`src/rtl/riscv_mem_pkg.sv`:
```
// Shared types for the unified-memory arbiter: FSM states, access owner and
// the request bundle that is forwarded to the single-port memory.
package riscv_mem_pkg;

    typedef enum logic {
        IDLE   = 1'b0,
        ACCESS = 1'b1
    } arb_state_e;

    typedef enum logic {
        OWNER_FETCH = 1'b0,
        OWNER_DATA  = 1'b1
    } owner_e;

    // Full-word byte mask used for every instruction fetch.
    localparam logic [3:0] BE_WORD = 4'hF;

    // One memory access as presented to the macro; addr is kept at the
    // widest supported width and trimmed to ADDR_W at the port.
    typedef struct packed {
        logic        we;
        logic [3:0]  be;
        logic [31:0] addr;
        logic [31:0] wdata;
    } mem_req_t;

endpackage

```
`src/rtl/riscv_mem_arbiter.sv`:
```
// Shares one fixed-latency single-port memory between the CPU fetch port and
// its load/store port. Data wins over fetch unless fetch has already waited
// through MAX_DATA_RUN consecutive data grants. One access in flight at most.
//
// Handshake: a requester raises *_req_i with a stable payload and holds both
// until the cycle it sees *_gnt_o (a one-cycle pulse, issued combinationally
// while the arbiter is idle). Exactly one *_rvalid_o pulse follows each grant,
// MEM_LATENCY cycles later; *_rdata_o is zero whenever its rvalid is low.
// Dropping a request before its grant withdraws it. Reset abandons any access
// in flight without a response.
module riscv_mem_arbiter
    import riscv_mem_pkg::*;
#(
    parameter int ADDR_W       = 32,
    parameter int MEM_LATENCY  = 1,
    parameter int MAX_DATA_RUN = 4
) (
    input  logic              clock,
    input  logic              reset,
    input  logic              i_req_i,
    input  logic [ADDR_W-1:0] i_addr_i,
    output logic              i_gnt_o,
    output logic              i_rvalid_o,
    output logic [31:0]       i_rdata_o,
    input  logic              d_req_i,
    input  logic              d_we_i,
    input  logic [3:0]        d_be_i,
    input  logic [ADDR_W-1:0] d_addr_i,
    input  logic [31:0]       d_wdata_i,
    output logic              d_gnt_o,
    output logic              d_rvalid_o,
    output logic [31:0]       d_rdata_o,
    output logic              mem_req_o,
    output logic              mem_we_o,
    output logic [3:0]        mem_be_o,
    output logic [ADDR_W-1:0] mem_addr_o,
    output logic [31:0]       mem_wdata_o,
    input  logic [31:0]       mem_rdata_i,
    output logic              busy_o,
    output logic              owner_o
);

    // Reject parameter values the 3-bit latency and 4-bit run counters cannot hold.
    if (MEM_LATENCY < 1 || MEM_LATENCY > 7) begin : g_bad_latency
        $error("riscv_mem_arbiter: MEM_LATENCY must be in 1..7");
    end
    if (MAX_DATA_RUN < 1 || MAX_DATA_RUN > 15) begin : g_bad_run
        $error("riscv_mem_arbiter: MAX_DATA_RUN must be in 1..15");
    end
    if (ADDR_W < 1 || ADDR_W > 32) begin : g_bad_addr_w
        $error("riscv_mem_arbiter: ADDR_W must be in 1..32");
    end

    localparam logic [2:0] LAT_LOAD = 3'(MEM_LATENCY - 1);
    localparam logic [3:0] RUN_MAX  = 4'(MAX_DATA_RUN);

    arb_state_e state_q, state_d;
    owner_e     owner_q, owner_d;
    logic [2:0] lat_q, lat_d;
    logic [3:0] run_q, run_d;

    mem_req_t   req;
    logic       fetch_wins;
    logic       data_wins;

    // Arbitration, access sequencing, run-counter update and response routing.
    always_comb begin
        state_d    = state_q;
        owner_d    = owner_q;
        lat_d      = lat_q;
        run_d      = run_q;
        i_gnt_o    = 1'b0;
        d_gnt_o    = 1'b0;
        i_rvalid_o = 1'b0;
        d_rvalid_o = 1'b0;
        i_rdata_o  = 32'h0;
        d_rdata_o  = 32'h0;
        mem_req_o  = 1'b0;
        req        = '0;

        // Fetch takes the slot when data is absent or has used up its run.
        fetch_wins = i_req_i && (!d_req_i || (run_q == RUN_MAX));
        data_wins  = d_req_i && !fetch_wins;

        case (state_q)
            IDLE: begin
                if (data_wins) begin
                    d_gnt_o    = 1'b1;
                    mem_req_o  = 1'b1;
                    req.we     = d_we_i;
                    req.be     = d_be_i;
                    req.addr   = 32'(d_addr_i);
                    req.wdata  = d_wdata_i;
                    owner_d    = OWNER_DATA;
                    lat_d      = LAT_LOAD;
                    state_d    = ACCESS;
                end else if (fetch_wins) begin
                    i_gnt_o    = 1'b1;
                    mem_req_o  = 1'b1;
                    req.we     = 1'b0;
                    req.be     = BE_WORD;
                    req.addr   = 32'(i_addr_i);
                    owner_d    = OWNER_FETCH;
                    lat_d      = LAT_LOAD;
                    state_d    = ACCESS;
                end
            end
            ACCESS: begin
                if (lat_q != 3'd0) begin
                    lat_d = lat_q - 3'd1;
                end else begin
                    state_d = IDLE;
                    if (owner_q == OWNER_DATA) begin
                        d_rvalid_o = 1'b1;
                        d_rdata_o  = mem_rdata_i;
                    end else begin
                        i_rvalid_o = 1'b1;
                        i_rdata_o  = mem_rdata_i;
                    end
                end
            end
            default: state_d = IDLE;
        endcase

        // The run only counts data grants taken while fetch is actually waiting.
        if (!i_req_i || i_gnt_o) begin
            run_d = 4'd0;
        end else if (d_gnt_o && (run_q != RUN_MAX)) begin
            run_d = run_q + 4'd1;
        end

        // Reset overrides anything that would otherwise happen this cycle.
        if (reset) begin
            i_gnt_o    = 1'b0;
            d_gnt_o    = 1'b0;
            i_rvalid_o = 1'b0;
            d_rvalid_o = 1'b0;
            i_rdata_o  = 32'h0;
            d_rdata_o  = 32'h0;
            mem_req_o  = 1'b0;
            req        = '0;
        end
    end

    // State, owner and counter registers with synchronous reset.
    always_ff @(posedge clock) begin
        if (reset) begin
            state_q <= IDLE;
            owner_q <= OWNER_FETCH;
            lat_q   <= 3'd0;
            run_q   <= 4'd0;
        end else begin
            state_q <= state_d;
            owner_q <= owner_d;
            lat_q   <= lat_d;
            run_q   <= run_d;
        end
    end

    assign mem_we_o    = req.we;
    assign mem_be_o    = req.be;
    assign mem_addr_o  = req.addr[ADDR_W-1:0];
    assign mem_wdata_o = req.wdata;
    assign busy_o      = (state_q == ACCESS);
    assign owner_o     = owner_q;

endmodule

```
`config.mk`:
```
export PLATFORM = sky130hd
export DESIGN_NAME = riscv_mem_arbiter
export DESIGN_NICKNAME = d
export VERILOG_FILES = /design/src/rtl/riscv_mem_pkg.sv /design/src/rtl/riscv_mem_arbiter.sv
export SDC_FILE = /design/constraint.sdc
export NUM_CORES = 1
export LEC_CHECK = 0
export CAP_MARGIN = 20
export CORE_AREA = 8 8 102 104
export DETAILED_ROUTE_END_ITERATION = 6
export DIE_AREA = 0 0 110 112
export GPL_ROUTABILITY_DRIVEN = 0
export PLACE_DENSITY_LB_ADDON = 0.05
export SYNTH_ARGS = -nofsm -noshare
export SYNTH_HDL_FRONTEND = slang
export SYNTH_SLANG_ARGS = --single-unit
```
`constraint.sdc`:
```
create_clock -name clock -period 5.95 [get_ports clock]
set_input_delay 1.785 -clock clock [delete_from_list [all_inputs] [get_ports clock]]
set_output_delay 1.785 -clock clock [all_outputs]
set_load 0.1 [all_outputs]
```
# After elaboration in Yosys (flattened, before gate mapping)
# Cells that the tools add are included.
[totals]
out_inout_bits = 140
inputBits = 137
regBits = 9
[op_classes]
n_reduce_logical = 13
n_mux = 39
addsub = 2
bitwise_logic = 1
eq_ne = 4
[ops]
columns = ["op", "count"]
rows = [
  ["two-way mux 32 bit", 9],
  ["two-way mux 69 bit", 2],
  ["two-way mux 37 bit", 1],
  ["two-way mux 36 bit", 1],
  ["two-way mux 1 bit", 21],
  ["two-way mux 3 bit", 3],
  ["case mux 3 bit (2 select lines)", 1],
  ["adder 4 x 1 -> 4 bit (second input constant)", 1],
  ["equality test 4 x 3 -> 1 bit (second input constant)", 1],
  ["!= test 4 x 3 -> 1 bit (second input constant)", 1],
  ["AND reduction 2 bit", 2],
  ["logical AND 1 bit", 3],
  ["zero test 1 bit", 3],
  ["!= test 3 bit (second input constant)", 1],
  ["nonzero test 3 bit", 1],
  ["subtractor 3 x 1 -> 3 bit (second input constant)", 1],
  ["logical OR 1 bit", 2],
  ["!= test 2 x 1 -> 1 bit (second input constant)", 1],
  ["case mux 1 bit (2 select lines)", 1],
  ["nonzero test 2 bit", 1],
  ["OR reduction 2 bit", 1],
  ["NOT 1 bit", 1],
]

# Longest topological paths before layout
[depth]
word_depth = 9
depth_mapped = 7
ltp_nobuf = 6

# Worst setup path after synthesis
# No wires, ideal clock.
[synth_path]
kind = "input to output"
start = "in d_req_i"
end = "out i_gnt_o"
setup_slack_ps = -250
t_required_ps = 4165
stages = 5
arrival_ps = 4415
cell_sequence = "buf_4 > inv_1 > o21ai_4 > buf_4 > nor3_1"
[synth_between]
elab_chain_cells = 8
elab_cells_between_ends = 9
cone_classes = "4 x mux; 5 x reduce/logical"
[synth_lines]
columns = ["item", "line_no", "text"]
rows = [
  ["start: declaration", "riscv_mem_arbiter.sv:25", "input logic d_req_i,"],
  ["zero test 1 bit", "riscv_mem_arbiter.sv:82", "fetch_wins = i_req_i && (!d_req_i || (run_q == RUN_MAX));"],
  ["logical OR 1 bit", "riscv_mem_arbiter.sv:82", ""],
  ["logical AND 1 bit", "riscv_mem_arbiter.sv:82", ""],
  ["zero test 1 bit", "riscv_mem_arbiter.sv:83", "data_wins = d_req_i && !fetch_wins;"],
  ["logical AND 1 bit", "riscv_mem_arbiter.sv:83", ""],
  ["two-way mux 1 bit *", "riscv_mem_arbiter.sv:87", "if (data_wins) begin"],
  ["two-way mux 1 bit *", "riscv_mem_arbiter.sv:85", "case (state_q)"],
  ["two-way mux 1 bit *", "riscv_mem_arbiter.sv:133", "if (reset) begin"],
  ["end: declaration", "riscv_mem_arbiter.sv:22", "output logic i_gnt_o,"],
]
# Mark *: on every way between the ends. The rest lies on a longest branch, timed or not.

# Final worst setup path
[layout_path]
start = "in d_req_i"
end = "out mem_wdata_o[31]"
[layout_between]
elab_chain_cells = 8
[layout_lines]
columns = ["item", "line_no", "text"]
rows = [
  ["zero test 1 bit", "riscv_mem_arbiter.sv:82", ""],
  ["logical OR 1 bit", "riscv_mem_arbiter.sv:82", ""],
  ["logical AND 1 bit", "riscv_mem_arbiter.sv:82", ""],
  ["zero test 1 bit", "riscv_mem_arbiter.sv:83", ""],
  ["logical AND 1 bit *", "riscv_mem_arbiter.sv:83", ""],
  ["two-way mux 32 bit *", "riscv_mem_arbiter.sv:87", ""],
  ["two-way mux 69 bit *", "riscv_mem_arbiter.sv:85", ""],
  ["two-way mux 69 bit *", "riscv_mem_arbiter.sv:133", ""],
  ["end: declaration", "riscv_mem_arbiter.sv:37", "output logic [31:0] mem_wdata_o,"],
]
# Marked as above.

==> flow_metrics.tcl <==
set metrics [dict create \
    synth_commonest_cells "68 x nand2_1, 64 x and2_1, 34 x and3_1, 30 x o22ai_2, 11 x clkbuf_1" \
    dp.cells 653 \
    synth.top_cell.area_share_pct 19.6 \
    n_antenna_cell 0 \
    cp-end-kind "primary output" \
    grt_usage_pct 20.0 \
    cp_max_fo 19 \
    firstDrtPassIters 6 \
    worstSetupPathType "in2out" \
    nets 688 \
    outcome "completed" \
    fin_total_pwr_mw 0.808 \
    io_buffers 276 \
    fin_crit_sh_pct 90.2 \
    start_util_pct 22.9 \
    rsz0062_at_grt "no" \
    fin_skew_ns 0.000879 \
    min_period_ns 5.37 \
    drtAntennaViolNets 0 \
    drv_slew 0 \
    synth.largest_area_cell "and2_1" \
    power_leakage_nw 2.52 \
    synth_most_common_cell "nand2_1" \
    overflow 0 \
    yosys-top-cells-area "and2_1 20%, o22ai_2 18%, nand2_1 13%" \
    synth_mux_area_share_pct 0 \
    io_pins 277 \
    root_buffer "clkbuf_8" \
    required_ns 4.16 \
    clkPwrFrac_pct 8.9 \
    drive_gt1_share_pct 34.8 \
    num_vias 3019 \
    startpoint_type "input port" \
    antenna_found_initial 0 \
    post-route-drc-count 0 \
    rows 35 \
    dr.first_iter.drc_count 221 \
    hold_path.class "reg2reg" \
    tns_ns 0 \
    synth_edf_count 0 \
    swShare_pct 54.0 \
    grt_pass1_vias 3123 \
    dp_worst_setup_slack_ns 0.600 \
    power_density_nw_per_um2 129 \
    max_freq_ghz 0.186 \
    yosysWarnings 0 \
    cts_tree "yes" \
    hpwlAfterDp_um 11600 \
    grt_pass1_wl_um 18900 \
    core_area_um2 8890 \
    cts.repair.resized 0 \
    chipWidth_um 110 \
    finalNonFillerCells 657 \
    maxSlewHeadroom_pct 35.4 \
    setup_violations 0 \
    synth_nets 429 \
    async_flop_share_pct 0 \
    synth_xor_area_share_pct 0 \
    cts_hold_buf 0 \
    viasPerCell 4.60 \
    clk_pin_slew_ns 0.04 \
    synth_area_per_cell_um2 7.08 \
    seq_area_frac_synth_pct 8.84 \
    synth-simple-area-share_pct 51.1 \
    cap_viol_max_count 0 \
    pwr-share-comb_pct 82.8 \
    fin_hold_ws_ns 0.486 \
    wl_per_cell_um 20.1 \
    cts.path.max_buffers 2 \
    grt_start_max_net_pins 72 \
    dieArea_um2 12300 \
    synth_flop_cell "dfxtp_1" \
    yosysUniqueCellTypes 39 \
    h-tree-depth 1 \
    synth_top_family_by_area "simple AND/OR/NAND/NOR gates" \
    clkSinkCount 9 \
    synth_area_um2 2040 \
    setup_ws_ns 0.580 \
    synth-compound-area-share_pct 25.8 \
    tightest_slew_ns 0.966 \
    syn_inst 288 \
    cts_setup_buffers 0 \
    nFillCells 653 \
    arrival_ns 3.58 \
    clk_latency_ns 0.24 \
    synthAdderAreaFrac_pct 2.46 \
    wl_um 13200 \
    die_h_um 112 \
    ir_drop_uv 80.0 \
    intPower_mw 0.372 \
    p_seq_share_pct 8.3 \
    yosys_register_bits 9 \
    tritoncts.num_buffers 3 \
    area_growth_pct 208 \
    switchingPower_mw 0.436 \
    hold_viol 0 \
]
==> cell type report <==
class	count	area (um2)	share of cell area, %
Inverter	6	22.5	0.359
Clock buffer	4	45.0	0.719
Timing Repair Buffer	284	4250	67.9
Multi-Input combinational cell	243	1630	26.0
Tap cell	111	139	2.22
Sequential cell	9	180	2.87
==> stage by stage <==
stage	cell area, um2	util, %
2_1_floorplan	2050	-
3_3_place_gp	6220	70.0
3_5_place_dp	6220	70.0
4_1_cts	6270	70.5
5_1_grt	6270	70.5
6_report	6270	70.5
==> placed cells by master (no fill, tap or decap), types with 3 or more instances in the layout <==
master,instances
inv_1,6
or3_1,3
buf_4,4
buf_12,142
clkdlybuf4s50_1,138
nor2_1,3
ha_1,4
and3_1,34
dfxtp_1,9
o21a_1,4
nand2_1,68
and2_1,64
o31ai_1,3
o22ai_2,30
clkbuf_8,3
nor3_2,4
==> layer usage <==
metal	track usage (%)	routed length [um]
met1	18.8	4450
met2	37.9	6890
met3	8.61	1660
met4	4.77	220
met5	0	0
==> path summary, 6_finish.rpt <==
check	from	end	slack (ns)	cells past startpoint
max	d_req_i	mem_wdata_o[31]	0.58	6
min	lat_q[2]	lat_q[2]	0.49	2
max reg2reg	run_q[0]	run_q[0]	4.45	5
min reg2reg	lat_q[2]	lat_q[2]	0.49	2
==> sequential cells by signal (all words and copies together) (netlist names) <==
| register | flops |
|---|---|
| busy_o | 1 |
| run_q | 4 |
| owner_o | 1 |
| lat_q | 3 |
==> cells by family after synthesis <==
kind of cell / after synthesis
and+or+nand+nor: 190
DFF: 9
AOI/OAI and AO/OA: 49
adders and majority gates: 4
buffers and inverters: 36
==> worst max-delay path, stage by stage <==
cell	delay [ns]
clkdlybuf4s50_1	0.64
inv_1	0.20
a21oi_4	0.36
buf_12	0.19
and3_1	0.22
buf_12	0.19
==> power groups by stage <==
| stage | registers, mW | clock network [mW] | logic [mW] |
|---|---|---|---|
| floorplan | 0.0735 | 0 | 0.375 |
| global placement | 0.0677 | 0 | 0.668 |
| detailed placement | 0.0678 | 0 | 0.673 |
| CTS | 0.0668 | 0.0734 | 0.675 |
| global route | 0.0671 | 0.0764 | 0.692 |
| finish | 0.0667 | 0.0721 | 0.670 |
Power figures use the tool's default switching activity.
==> RTL change (config.mk and constraints unchanged) <==
`ADDR_W`: 32 -> 28.
--- a/src/rtl/riscv_mem_arbiter.sv
+++ b/src/rtl/riscv_mem_arbiter.sv
@@ -13,3 +13,3 @@
 #(
-    parameter int ADDR_W       = 32,
+    parameter int ADDR_W       = 28,
     parameter int MEM_LATENCY  = 1,
Interface: changed (resized d_addr_i, i_addr_i and mem_addr_o); port bits go from 277 to 265. No check against the original RTL was run, so the function may have changed too.
==> RTL change against the unedited design <==
- setup slack lost 0.052 ns
- critical path type unchanged
- final area shrank 6.5%
- clock skew grew 0.0011 ns
- wire length shrank 11%
- sequential cell count is the same
- total power shrank 5.7%
- synthesized area shrank 12%
- global-route usage shrank 1.9 points
==> RTL change: results (changes against the unedited design) <==
worst rel slew slack=33.88% (-1.5 points); CP Data Arrival Time=3.64 ns (+0.06 ns); TritonRoute pass-1 iters=6 (unchanged); Clock Tree Root=clkbuf_8; Synth cell types=37 (-5.1%); CTS max path bufs=2 (unchanged); Post-DP Area=5816 um2 (-6.6%); DPL Wire Length=10,300 um (-11%); gr usage total=18.10% (-1.9 points); H-tree depth=1 (unchanged); Synth Warn #=0 (unchanged); Clock transition at path regs=0.05 ns; Switching Share=53.94% (about the same); register area share after synthesis=10.03% (+1.2 points); layout cell share with drive strength beyond 1=31.21% (-3.6 points); Combinational Power Share=81.5% (-1.3 points); worst vdd ir=0.07105 mV (-11%); status=complete, no violations; post-layout net count=653 (-5.1%); first-pass GRT wire length=17,350 um (-8.0%); 1st-iter DRT viols=133 (-40%); pre-CTS setup slack=0.5255 ns (-0.07491 ns); Post-CTS Setup Inserts=0 (unchanged); initial antenna violation count=0 (unchanged); # port buffers=264 (-4.3%); Mapped Nets=407 (-5.1%); Wirelength per Cell=18.77 um (-6.8%); HP Class=reg2reg; biggest regs=run_q x4, lat_q x3; post-cts resize count=0 (unchanged); pin count of the biggest net entering global routing=91 (+26%); ys flop type=dfxtp_1; CTS buffer count=3 (unchanged); Skew-Pair Late Insertion Delay=0.24 ns (about the same); vias in the first global route=3,062 (-2.0%); share of flip-flops with an asynchronous set or reset=0% (unchanged); Synth top cells by count=and2_1 (64), nand2_1 (60), and3_1 (34), o22ai_1 (19), buf_2 (13); vias post-DR=2,877 (-4.7%); Seq pwr share=8.8% (+0.5 points); n_diodes=0 (unchanged); final worst clock skew=0.001974 ns (+0.001095 ns); synth top area cells=and2_1 (22%), nand2_1 (13%), and3_1 (12%); CP max FO=34 (+15); Static Leak=2.383 nW (-5.5%)
RTL change: cell types whose count changed after synthesis, sizes merged:
cell    unedited run  this run
nand2             69        61
clkbuf            13        10
buf               17        18
o22ai             32        28
RTL change: worst max-delay path: stages:
cell and delay [ns]:
clkdlybuf4s50_1 0.63, inv_1 0.18, a21oi_4 0.53, and3_1 0.31
buf_12 0.19
RTL change: per-stage QoR:
stage | std cells | total power, mW
after floorplan | 274 | 0.4171
after global placement | 626 | 0.6895
after detailed placement | 626 | 0.6936
after CTS | 630 | 0.7685
after global routing | 630 | 0.7876
final | 630 | 0.7620
RTL change: routing by layer:
layer	up-vias	part of all wire, %	track usage [%]	wire [um]
met5	-	0	0	0
met4	0	1.5	4.505	178
met1	1265	33	17.01	3846
li1	1421	-	-	-
met3	11	14	8.203	1620
met2	180	52	33.91	6176
RTL change: kinds of logic after synthesis:
family	synth area share (%)
AND/OR/NAND/NOR	56.59
adder cells (fa/ha/maj)	2.788
buffers and inverters	10.03
flip-flops	10.03
AO/OA/AOI/OAI	20.56
RTL change: area by class of cell:
cell class | instances | area [um2]
Timing Repair Buffer | 269 | 4034
Fill cell | 721 | 3029
Multi-Input combinational cell | 231 | 1440
Sequential cell | 9 | 180.2
Tap cell | 111 | 138.9
Clock buffer | 4 | 45.04
Inverter | 6 | 22.52
RTL change: path summary, 6_finish.rpt:
check,startpoint,to,slack [ns],cells past startpoint
hold reg to reg,lat_q[1],lat_q[1],0.48,2
setup reg to reg,run_q[0],owner_o,4.27,5
setup / recovery,d_req_i,mem_wdata_o[27],0.53,5
hold / removal,lat_q[1],lat_q[1],0.48,2
